**src/rtl/ta_score_stream.sv**
```systemverilog
`default_nettype none
// ============================================================================
// Module      : ta_score_stream
// Description : Fetches a weight row and N token rows, mean-thresholds each
//               token, buffers the dot-product scores and streams them out.
// Revision    : 1.0 - initial release
// ============================================================================
module ta_score_stream #(
    parameter int EW     = 4,
    parameter int DIM    = 8,
    parameter int LEN_W  = 2,
    parameter int ADDR_W = 6
) (
    input  logic                          clk,
    input  logic                          rst_n,
    input  logic                          i_valid,
    input  logic [LEN_W-1:0]              i_length,
    input  logic                          i_mode,
    input  logic [ADDR_W-1:0]             i_base,
    output logic                          o_busy,
    output logic                          m_read,
    output logic [ADDR_W-1:0]             m_addr,
    input  logic [DIM*EW-1:0]             m_data,
    output logic                          o_valid,
    input  logic                          o_ready,
    output logic [2*EW+$clog2(DIM)-1:0]   o_data,
    output logic                          o_last
);

    localparam int c_LDIM  = $clog2(DIM);
    localparam int c_SW    = 2 * EW + c_LDIM;
    localparam int c_MAX_N = 4 << ((1 << LEN_W) - 1);
    localparam int c_CW    = $clog2(c_MAX_N);
    localparam int c_AW    = c_SW + c_CW;
    localparam int c_SUMW  = EW + c_LDIM;

    localparam logic [2:0] c_IDLE    = 3'd0;
    localparam logic [2:0] c_FETCH_W = 3'd1;
    localparam logic [2:0] c_FETCH_T = 3'd2;
    localparam logic [2:0] c_DRAIN   = 3'd3;
    localparam logic [2:0] c_OUT     = 3'd4;

    logic [2:0]          r_state;
    logic [c_CW-1:0]     r_cnt;
    logic [LEN_W-1:0]    r_len;
    logic                r_mode;
    logic [ADDR_W-1:0]   r_base;
    logic [c_AW-1:0]     r_acc;
    logic [DIM*EW-1:0]   r_wword;
    logic                r_w_vld;
    logic                r_tok_vld;
    logic [c_CW-1:0]     r_tok_idx;
    logic [c_SW-1:0]     r_buf [c_MAX_N];

    logic [c_CW-1:0]     w_last_idx;
    logic [c_SUMW-1:0]   w_sum;
    logic [EW-1:0]       w_mean;
    logic [EW-1:0]       w_elem;
    logic [c_SW-1:0]     w_score;
    logic [c_SW-1:0]     w_sel;
    logic [c_AW-1:0]     w_smean;

    // N - 1 from the length code; N = MAX_N wraps to all ones in c_CW bits
    assign w_last_idx = c_CW'((c_CW + 1)'(4) << r_len) - c_CW'(1);

    always_comb begin
        w_sum   = '0;
        w_elem  = '0;
        w_score = '0;
        for (int j = 0; j < DIM; j++) begin
            w_sum = w_sum + c_SUMW'(m_data[(DIM-1-j)*EW +: EW]);
        end
        w_mean = w_sum[c_SUMW-1:c_LDIM];
        for (int j = 0; j < DIM; j++) begin
            w_elem = m_data[(DIM-1-j)*EW +: EW];
            if (w_elem >= w_mean) begin
                w_score = w_score + c_SW'(w_elem) * c_SW'(r_wword[(DIM-1-j)*EW +: EW]);
            end
        end
    end

    always_ff @(posedge clk or negedge rst_n) begin
        if (!rst_n) begin
            r_state   <= c_IDLE;
            r_cnt     <= '0;
            r_len     <= '0;
            r_mode    <= 1'b0;
            r_base    <= '0;
            r_acc     <= '0;
            r_wword   <= '0;
            r_w_vld   <= 1'b0;
            r_tok_vld <= 1'b0;
            r_tok_idx <= '0;
        end else begin
            // Read data lands one cycle after the strobe, so track what is in flight
            r_w_vld   <= (r_state == c_FETCH_W);
            r_tok_vld <= (r_state == c_FETCH_T);
            r_tok_idx <= r_cnt;
            if (r_w_vld) begin
                r_wword <= m_data;
            end
            if (r_tok_vld) begin
                r_acc <= r_acc + c_AW'(w_score);
            end
            case (r_state)
                c_IDLE: begin
                    if (i_valid) begin
                        r_len   <= i_length;
                        r_mode  <= i_mode;
                        r_base  <= i_base;
                        r_acc   <= '0;
                        r_cnt   <= '0;
                        r_state <= c_FETCH_W;
                    end
                end
                c_FETCH_W: begin
                    r_cnt   <= '0;
                    r_state <= c_FETCH_T;
                end
                c_FETCH_T: begin
                    if (r_cnt == w_last_idx) begin
                        r_cnt   <= '0;
                        r_state <= c_DRAIN;
                    end else begin
                        r_cnt <= r_cnt + c_CW'(1);
                    end
                end
                c_DRAIN: begin
                    r_cnt   <= '0;
                    r_state <= c_OUT;
                end
                c_OUT: begin
                    if (o_ready) begin
                        if (r_cnt == w_last_idx) begin
                            r_cnt   <= '0;
                            r_state <= c_IDLE;
                        end else begin
                            r_cnt <= r_cnt + c_CW'(1);
                        end
                    end
                end
                default: r_state <= c_IDLE;
            endcase
        end
    end

    always_ff @(posedge clk) begin
        if (r_tok_vld) begin
            r_buf[r_tok_idx] <= w_score;
        end
    end

    assign w_sel   = r_buf[r_cnt];
    assign w_smean = r_acc >> (32'(r_len) + 32'd2);

    assign o_busy  = (r_state != c_IDLE);
    assign m_read  = (r_state == c_FETCH_W) || (r_state == c_FETCH_T);
    assign m_addr  = (r_state == c_FETCH_W) ? r_base :
                     (r_state == c_FETCH_T) ? r_base + ADDR_W'(1) + ADDR_W'(r_cnt) :
                     '0;
    assign o_valid = (r_state == c_OUT);
    assign o_last  = o_valid && (r_cnt == w_last_idx);
    assign o_data  = !o_valid                            ? '0 :
                     (r_mode && (c_AW'(w_sel) < w_smean)) ? '0 :
                     w_sel;

endmodule
`default_nettype wire

```
**config.mk**
```make
export PLATFORM = sky130hd
export DESIGN_NAME = ta_score_stream
export DESIGN_NICKNAME = d
export VERILOG_FILES = /design/src/rtl/ta_score_stream.sv
export SDC_FILE = /design/constraint.sdc
export NUM_CORES = 1
export LEC_CHECK = 0
export CAP_MARGIN = 20
export CORE_MARGIN = 4
export CORE_UTILIZATION = 40
export CTS_BUF_LIST = sky130_fd_sc_hd__clkbuf_16
export CTS_CLUSTER_SIZE = 30
export DETAILED_ROUTE_END_ITERATION = 16
export GPL_ROUTABILITY_DRIVEN = 1
export PLACE_DENSITY = 0.6
export SLEW_MARGIN = 20
export SYNTH_ARGS = -nofsm -noshare
export SYNTH_HDL_FRONTEND = slang
export SYNTH_SLANG_ARGS = --single-unit
```
**constraint.sdc**
```tcl
create_clock -name clk -period 15.9 [get_ports clk]
set_input_delay 3.18 -clock clk [delete_from_list [all_inputs] [get_ports clk]]
set_output_delay 3.18 -clock clk [all_outputs]
set_load 0.02 [all_outputs]
```
* Yosys cells after proc, flatten, opt, wreduce, memory -nomap -nowiden
Memory sizes are Yosys's and may differ from the RTL's. Cells that the tools add are included.
Word-level totals: bits in writable memories 352, word-level logic and storage cells 95, bits in registers 72, output and inout bits 21, input port bits 45, memories kept 1
Memories:
- r_buf | words 32, bits a word 11, rd ports 1, clocked after Yosys merged registers in 0, wr ports 1, RTL line 53 | logic [c_SW-1:0] r_buf [c_MAX_N];
Operators by class: multiplexer cells 26, shift-type cells 2, order comparisons 9, add/sub/neg operators 20, multiply operators 8, reductions and logical operators 10, eq/ne operators 9
Operator list (count):
- $mux 11 | 9
- $add 11x8->11 | 7
- $mul 4x4->8 | 8
- $mux 16 | 3
- $ge 4x4->1 | 8
- $add 7x4->7 | 4
- $pmux 5 s4 | 1
- $add 16x11->16 | 1
- $lt 11x16->1 | 1
- $shr 16x3->16 | 1
- $mux 5 | 3
- $pmux 3 s5 | 1
- $mux 3 | 4
- $mux 6 | 2
- $mux 8 | 1
- $add 6x4->7 | 1
- $add 5x4->6 | 1
- $add 6x1->6 const B | 1
- $add 6x5->6 | 1
- $eq 3x2->1 const B | 2
- $ne 2x1->1 const B | 3
- $add 4x4->5 | 1
- $add 5x1->5 const B | 1
- $eq 5x5->1 | 1
- 16 further kinds | 18

* Longest topological paths before layout
Gate-level depths: netlist (run 1).
depth after elaboration 27, mapped depth 79, mapped depth without buffers 78

* Worst setup path after synthesis (run 1)
OpenSTA, ideal clock, no wires.
path type input port to flip-flop, start input m_data[13], end register r_acc[12], data required time 15.775 ns, setup slack -3.468 ns, arrival time 19.243 ns, setup time 0.125 ns, stages on the path 70, buffers on the path 1, cell sequence inv_1 -> fa_1 -> fa_1 -> fa_1 -> inv_1 -> ha_1 -> a21o_1 -> and2_1 -> fa_1 -> xnor2_1 -> ha_1 -> a21oi_1 -> o211ai_1 -> a31oi_2 -> buf_2 -> nor2b_1 -> fa_1 -> fa_1 -> (+34 left out) -> ha_1 -> xnor2_1 -> mux2_2 -> fa_1 -> inv_1 -> ha_1 -> o21a_1 -> o21ai_0 -> nand2b_1 -> a21oi_1 -> xor2_1 -> a21oi_1 -> ha_1 -> a21boi_0 -> o21a_1 -> o21a_1 -> o211ai_1 -> mux2_2
On the way: word-level cells in the longest chain between the ends 24, elaborated cells between the ends (all ways) 32, classes of those cells 12 x add/sub; 1 x mul; 8 x order compare; 11 x mux
RTL lines:
- start: declaration | RTL line 23 | input logic [DIM*EW-1:0] m_data,
- $add 7x4->7 (4 in series) | RTL line 71 | w_sum = w_sum + c_SUMW'(m_data[(DIM-1-j)*EW +: EW]);
- $ge 4x4->1 | RTL line 76 | if (w_elem >= w_mean) begin
- $mux 8 | RTL line 76
- $add 11x8->11 | RTL line 77 | w_score = w_score + c_SW'(w_elem) * c_SW'(r_wword[(DIM-1-j)*EW +: EW]);
- $mux 11 | RTL line 76
- $add 11x8->11 | RTL line 77
- $mux 11 | RTL line 76
- $add 11x8->11 | RTL line 77
- (+6 left out)
- $mux 11 | RTL line 76
- $add 11x8->11 | RTL line 77
- $mux 11 * | RTL line 76
- net w_score[8] | RTL line 59 | logic [c_SW-1:0] w_score;
- $add 16x11->16 * | RTL line 103 | r_acc <= r_acc + c_AW'(w_score);
- $mux 16 * | RTL line 102 | if (r_tok_vld) begin
- $mux 16 | RTL line 107 | if (i_valid) begin
- $mux 16 * | RTL line 105 | case (r_state)
- end signal: assignment | RTL line 103
- end: declaration | RTL line 48 | logic [c_AW-1:0] r_acc;
Mark *: on every way through the listed nets, which the timed path passes. The rest lies on a longest branch. A chain may end at the register's enable or synchronous reset.

* Worst setup path in the final report (run 1)
start input m_data[18], end register r_acc[12]
On the way: word-level cells in the longest chain between the ends 25, elaborated cells between the ends (all ways) 33, classes of those cells 13 x add/sub; 1 x mul; 8 x order compare; 11 x mux
RTL lines (RTL line):
- $add 6x4->7 | 71
- $add 7x4->7 (4 in series) | 71
- $ge 4x4->1 | 76
- $mux 8 | 76
- $add 11x8->11 | 77
- $mux 11 | 76
- $add 11x8->11 | 77
- $mux 11 | 76
- (+7 left out)
- $mux 11 | 76
- $add 11x8->11 | 77
- $mux 11 * | 76
- net w_score[10] | 59
- $add 16x11->16 * | 103
- $mux 16 * | 102
- $mux 16 | 107
- $mux 16 * | 105
Marked as above.

==> results of run 1 <==
==> kinds of logic (layout without fill, tap and decap cells) <==
kind of cell | after synthesis | after routing | synth area share (%)
DFF | 424 | 424 | 48.2
and+or+nand+nor | 402 | 402 | 7.93
buffers and inverters | 295 | 643 | 4.36
adders and majority gates | 290 | 290 | 16.8
AOI/OAI and AO/OA | 242 | 242 | 6.36
muxes | 208 | 208 | 14.3
xor gates and xnor gates | 59 | 59 | 2.01
other | 0 | 1 | 0
==> routing by layer <==
metal / vias up / GRT usage, % / wire length, µm
met5: - / 0 / 0
met4: 0 / 4.48 / 1310
met3: 73 / 2.99 / 3080
met2: 368 / 30.3 / 29900
met1: 8235 / 25.1 / 27200
li1: 7568 / - / -
==> cells in the mapped netlist (6+ instances only) <==
| library cell | instances | area [µm²] |
|---|---|---|
| a211oi_1 | 10 | 75.1 |
| a21o_1 | 36 | 270 |
| a21oi_1 | 61 | 305 |
| and2_1 | 106 | 663 |
| and3_1 | 12 | 75.1 |
| buf_1 | 16 | 60.1 |
| clkbuf_1 | 39 | 146 |
| dfrtp_1 | 72 | 1800 |
| edfxtp_1 | 352 | 10600 |
| fa_1 | 91 | 1820 |
| ha_1 | 193 | 2410 |
| inv_1 | 236 | 886 |
| mux2_2 | 68 | 766 |
| mux2_4 | 7 | 105 |
| mux2i_1 | 15 | 150 |
| mux4_2 | 118 | 2660 |
| nand2_1 | 78 | 293 |
| nand2b_1 | 27 | 169 |
| nand3_1 | 15 | 75.1 |
| nor2_1 | 105 | 394 |
| nor2b_1 | 17 | 106 |
| nor3_1 | 16 | 80.1 |
| o211ai_1 | 9 | 67.6 |
| o21a_1 | 11 | 82.6 |
| o21ai_0 | 54 | 270 |
| o21ai_1 | 6 | 30.0 |
| o21bai_1 | 6 | 45.0 |
| o31ai_1 | 6 | 45.0 |
| or3_1 | 6 | 37.5 |
| xnor2_1 | 37 | 324 |
| xor2_1 | 22 | 193 |
==> state kept, by name, indices dropped and copies added (netlist names) <==
| name | flops |
|---|---|
| r_acc | 16 |
| r_base | 6 |
| r_buf | 352 |
| r_cnt | 5 |
| r_len | 2 |
| r_mode | 1 |
| r_state | 3 |
| r_tok_idx | 5 |
| r_tok_vld | 1 |
| r_w_vld | 1 |
| r_wword | 32 |
==> cell type report <==
cell class	count	area (µm²)
multi-input cells	1201	13200
inverters	237	912
clock inverters	37	318
well taps	846	1060
clock buffers	46	1150
repair buffers	323	2660
flip-flops and latches	424	12400
diodes	1	2.50
fillers	5513	31600
==> worst max-delay path, delay by kind of cell <==
kind | cells | cell delay [ns]
muxes | 3 | 0.67
buffers and inverters | 8 | 0.48
and+or+nand+nor | 11 | 1.31
adders and majority gates | 22 | 10.07
AOI/OAI and AO/OA | 16 | 2.33
xor gates and xnor gates | 2 | 0.25
==> worst paths after layout <==
check / endpoint / depth (start not counted) / slack, ns
max: r_acc[12] / 62 / -1.94
max reg2reg: r_acc[12] / 63 / 2.27
min reg2reg: r_acc[0] / 2 / 0.54
min: r_acc[0] / 2 / 0.54
min in group asynchronous: r_mode / 1 / 2.54
max in group asynchronous: r_cnt[1] / 2 / 12.32
==> per-stage QoR <==
stage / setup WS [ns] / hold slack (ns) / area (µm²) / cells
2_1_floorplan: -2.20 / 0.378 / 26100 / 1920
3_3_place_gp: -3.08 / 0.513 / 29200 / 2989
3_5_place_dp: -3.32 / 0.523 / 29200 / 2989
4_1_cts: -1.97 / 0.538 / 31200 / 3100
5_1_grt: -2.50 / 0.562 / 31700 / 3114
6_report: -1.94 / 0.539 / 31700 / 3115
==> what timing repair did <==
item / CTS / global route
endpoints found under the setup margin: 302 / 302
pin swaps: 31 / 53
gates cloned: 1 / 0
resized for setup: 188 / 75
setup buffers: 28 / 14
==> cells in the final DEF (no fill, tap or decap), types with 31 or more instances in the layout <==
cell / instances
mux4_2: 118
buf_4: 253
clkdlybuf4s50_1: 36
xnor2_1: 32
nand2_1: 75
dfrtp_1: 69
o21ai_0: 33
inv_1: 211
fa_1: 83
ha_1: 162
clkbuf_16: 46
a21oi_1: 39
edfxtp_1: 352
nor2_1: 85
mux2_2: 63
and2_1: 104
a21o_1: 36
ha_4: 31
==> flow_summary.ini, run 1 <==
[cts]
clock-sinks = 424
clk_pin_slew_ns = 0.06
cts_hold_buf = 0
root_buffer = clkbuf_16
numCtsBuffers = 46
cts_buffer_depth = 3
worstSkewPairLatency_ns = 0.60
cts_tree = built
htreeDepth = 2

[yosys]
seq_area_frac_synth_pct = 48.2
syn_area_per_cell_um2 = 13.4
syn_area_um2 = 25600
synth_nets = 2249
ys_warn_count = 0
synthFlopType = edfxtp_1
synth_edf_count = 352
async_reset_ff_share_pct = 17.0
syn_inst = 1920
yosysUniqueCellTypes = 73
synth-seq-cells = 424

[global_routing]
track_usage_pct = 18.2
grt_overflow = 0
antenna_found_initial = 0
grt_max_degree = 45
grt_pass1_vias = 17100
grt_pass1_wl_um = 96400

[critical_path]
max_stage_delay_ns = 0.58
crit_required_ns = 16.38
slowest_stage = fa_2
start_kind = primary input
worstReg2RegStart = r_wword[29]
worstSetupPathType = in2reg
cp.arrival_ns = 18.32
crit_start = m_data[18]
critPathMostFrequentCell = fa_1
cp_max_fo = 6
end_kind = register

[timing]
finalSetupViolations = 302
fin_worst_skew_ns = 0.0402
maxSlewViolCount = 0
hold_violations = 0
finalSetupTns_ns = -207.70
slew_headroom_pct = 27.2
fin_crit_sh_pct = 112
fmax_mhz = 56.1
grt_setup_unrepaired = true
fin_ws_ns = -1.94
worst_pin_slew_ns = 1.09
period_needed_ns = 17.84

[drt]
dr.pass1.iters = 5
totalWireLength_um = 61400
viasPerCell = 5.21
drc_errors = 0
wl_per_cell_um = 19.7
first_iter_violations = 1009
ant_nets = 0
vias = 16200

[job]
cap_violations = 0

[die]
ioPinCount = 66
die_area_um2 = 68200
start_util_pct = 40.5
core_um2 = 63300
dieHeight_um = 261
die_w_um = 261
rows = 92

[placed_design]
hpwlAfterDp_um = 43700
portBuffers = 65
place.gp.congestion = 0.863

[run_status]
failed_checks = negative setup slack
outcome = finished, violations left

[finish]
final_core_util_pct = 50.0
drive_gt1_share_pct = 32.5
area.growth.synth_to_final_pct = 23.6
final_nets = 2562

[min_path]
hold_class = reg2reg
hold_start = r_acc[0]
Power of run 1 is not shown: default switching activity piles up to over one toggle a cycle in this logic, so the estimate is an artifact.
==> run 2: changes to the inputs <==
--- a/config.mk
+++ b/config.mk
@@ -8,7 +8,7 @@
 export CAP_MARGIN = 20
 export CORE_MARGIN = 4
 export CORE_UTILIZATION = 40
-export CTS_BUF_LIST = sky130_fd_sc_hd__clkbuf_16
+export CTS_BUF_LIST = sky130_fd_sc_hd__clkbuf_2
 export CTS_CLUSTER_SIZE = 30
 export DETAILED_ROUTE_END_ITERATION = 16
 export GPL_ROUTABILITY_DRIVEN = 1
==> flow_summary.ini, run 2 (synthesis gave the netlist of run 1 again) <==
[finish]
final_core_util_pct = 49.5
final_nets = 2625
seq_area_um2 = 12400
area.growth.synth_to_final_pct = 22.1
largest_reg_flops = 352
largestRegisters = r_buf: 352 flops, r_wword: 32 flops, r_acc: 16 flops
fillers = 5624
final_common_cell = edfxtp_1
final_area_um2 = 31300
drive_gt1_share_pct = 35.2
multi_input_area_um2 = 13200
layout.cells.most_common_list = 352 x edfxtp_1, 251 x buf_4, 202 x inv_1
regMostFlops = r_buf
fin_cells = 3221

[cts]
cts_buffer_depth = 3
cts_tree = built
numCtsBuffers = 108
worstSkewPairLatency_ns = 1.17
htreeDepth = 3
clk_pin_slew_ns = 0.11
clock-sinks = 424
root_buffer = clkbuf_2
cts_hold_buf = 0

[timing]
fin_ws_ns = -1.40
period_needed_ns = 17.30
fin_crit_sh_pct = 109
slew_headroom_pct = 25.2
maxSlewViolCount = 0
worst_pin_slew_ns = 1.12
holdWs_ns = 0.549
finalSetupViolations = 172
grt_setup_unrepaired = true
hold_violations = 0
fin_worst_skew_ns = 0.163
fmax_mhz = 57.8

[run_status]
outcome = finished, violations left
failed_checks = negative setup slack

[critical_path]
start_kind = primary input
end_kind = register
worstSetupPathType = in2reg
max_stage_delay_ns = 0.61
cp.arrival_ns = 18.26
cp_max_fo = 6
slowest_stage = fa_2
crit_required_ns = 16.87
critPathMostFrequentCell = fa_1

[drt]
ant_nets = 0
first_iter_violations = 770
viasPerCell = 5.16
totalWireLength_um = 62300
vias = 16600
drc_errors = 0
dr.pass1.iters = 5
wl_per_cell_um = 19.3

[global_routing]
grt_max_degree = 45
track_usage_pct = 18.4
grt_util_met1_pct = 24.7
use_met3_pct = 3.61
grt_use_met2_pct = 30.6
grt_most_used_layer = met2
grt_pass1_vias = 17600
antenna_found_initial = 3
grt_overflow = 0
grt_pass1_wl_um = 97400

[die]
ioPinCount = 66
dieHeight_um = 261
start_util_pct = 40.5
core_um2 = 63300
rows = 92
die_area_um2 = 68200
die_w_um = 261

[job]
cap_violations = 0

[min_path]
hold_class = reg2reg

[placed_design]
place.gp.congestion = 0.863
portBuffers = 65
placed_cells = 2989
hpwlAfterDp_um = 43700
placed_area_um2 = 29200
run 2: cell types whose count changed in the layout (fill, tap and decap cells not counted), moves of 4 or more:
cell	delta
buf_6	+4
clkbuf_16	-44
clkbuf_2	+145
clkinv_1	+15
clkinvlp_4	-4
inv_1	-9
run 2: metal layers:
metal,up-vias,wire length (µm)
met5,-,21
met4,4,1460
met3,101,3440
met2,384,30200
met1,8373,27200
li1,7753,-
run 2: final timing paths:
| check | from | end | slack, ns | cells past startpoint |
|---|---|---|---|---|
| max in group asynchronous | rst_n | r_cnt[1] | 12.82 | 2 |
| worst max register to register | r_wword[29] | r_acc[12] | 2.14 | 66 |
| min in group asynchronous | rst_n | r_wword[3] | 1.96 | 1 |
| worst min register to register | r_acc[0] | r_acc[0] | 0.55 | 2 |
| worst min-delay path | r_acc[0] | r_acc[0] | 0.55 | 2 |
| worst max-delay path | m_data[10] | r_acc[12] | -1.40 | 73 |
run 2: layout make-up:
cell class	count	share of cell area, %
inverters	237	2.91
well taps	846	3.38
multi-input cells	1201	42.2
diodes	1	0.00799
clock inverters	43	1.12
clock buffers	145	2.32
repair buffers	324	8.56
flip-flops and latches	424	39.5
run 2: critical path, delay by kind of cell:
kind | cells | cell delay [ns]
fa+ha+maj | 22 | 8.87
compound gates | 18 | 2.63
simple gates | 15 | 1.85
xor+xnor | 6 | 0.86
buf+inv | 11 | 0.57
mux | 1 | 0.32
run 2: what timing repair did:
item                                    in CTS  in global routing
pin swaps                                   32                 52
gates resized for setup                    180                 84
cloned                                       0                  2
endpoints found under the setup margin     302                264
setup buffers                               27                 16
run 2: metrics by stage:
step | TNS (ns) | setup WS (ns)
5_1_grt | -191.57 | -1.89
3_3_place_gp | -548.98 | -3.08
3_5_place_dp | -623.06 | -3.32
6_report | -94.33 | -1.40
2_1_floorplan | -176.04 | -2.20
4_1_cts | -66.52 | -1.36
Power of run 2 is left out for the same reason.
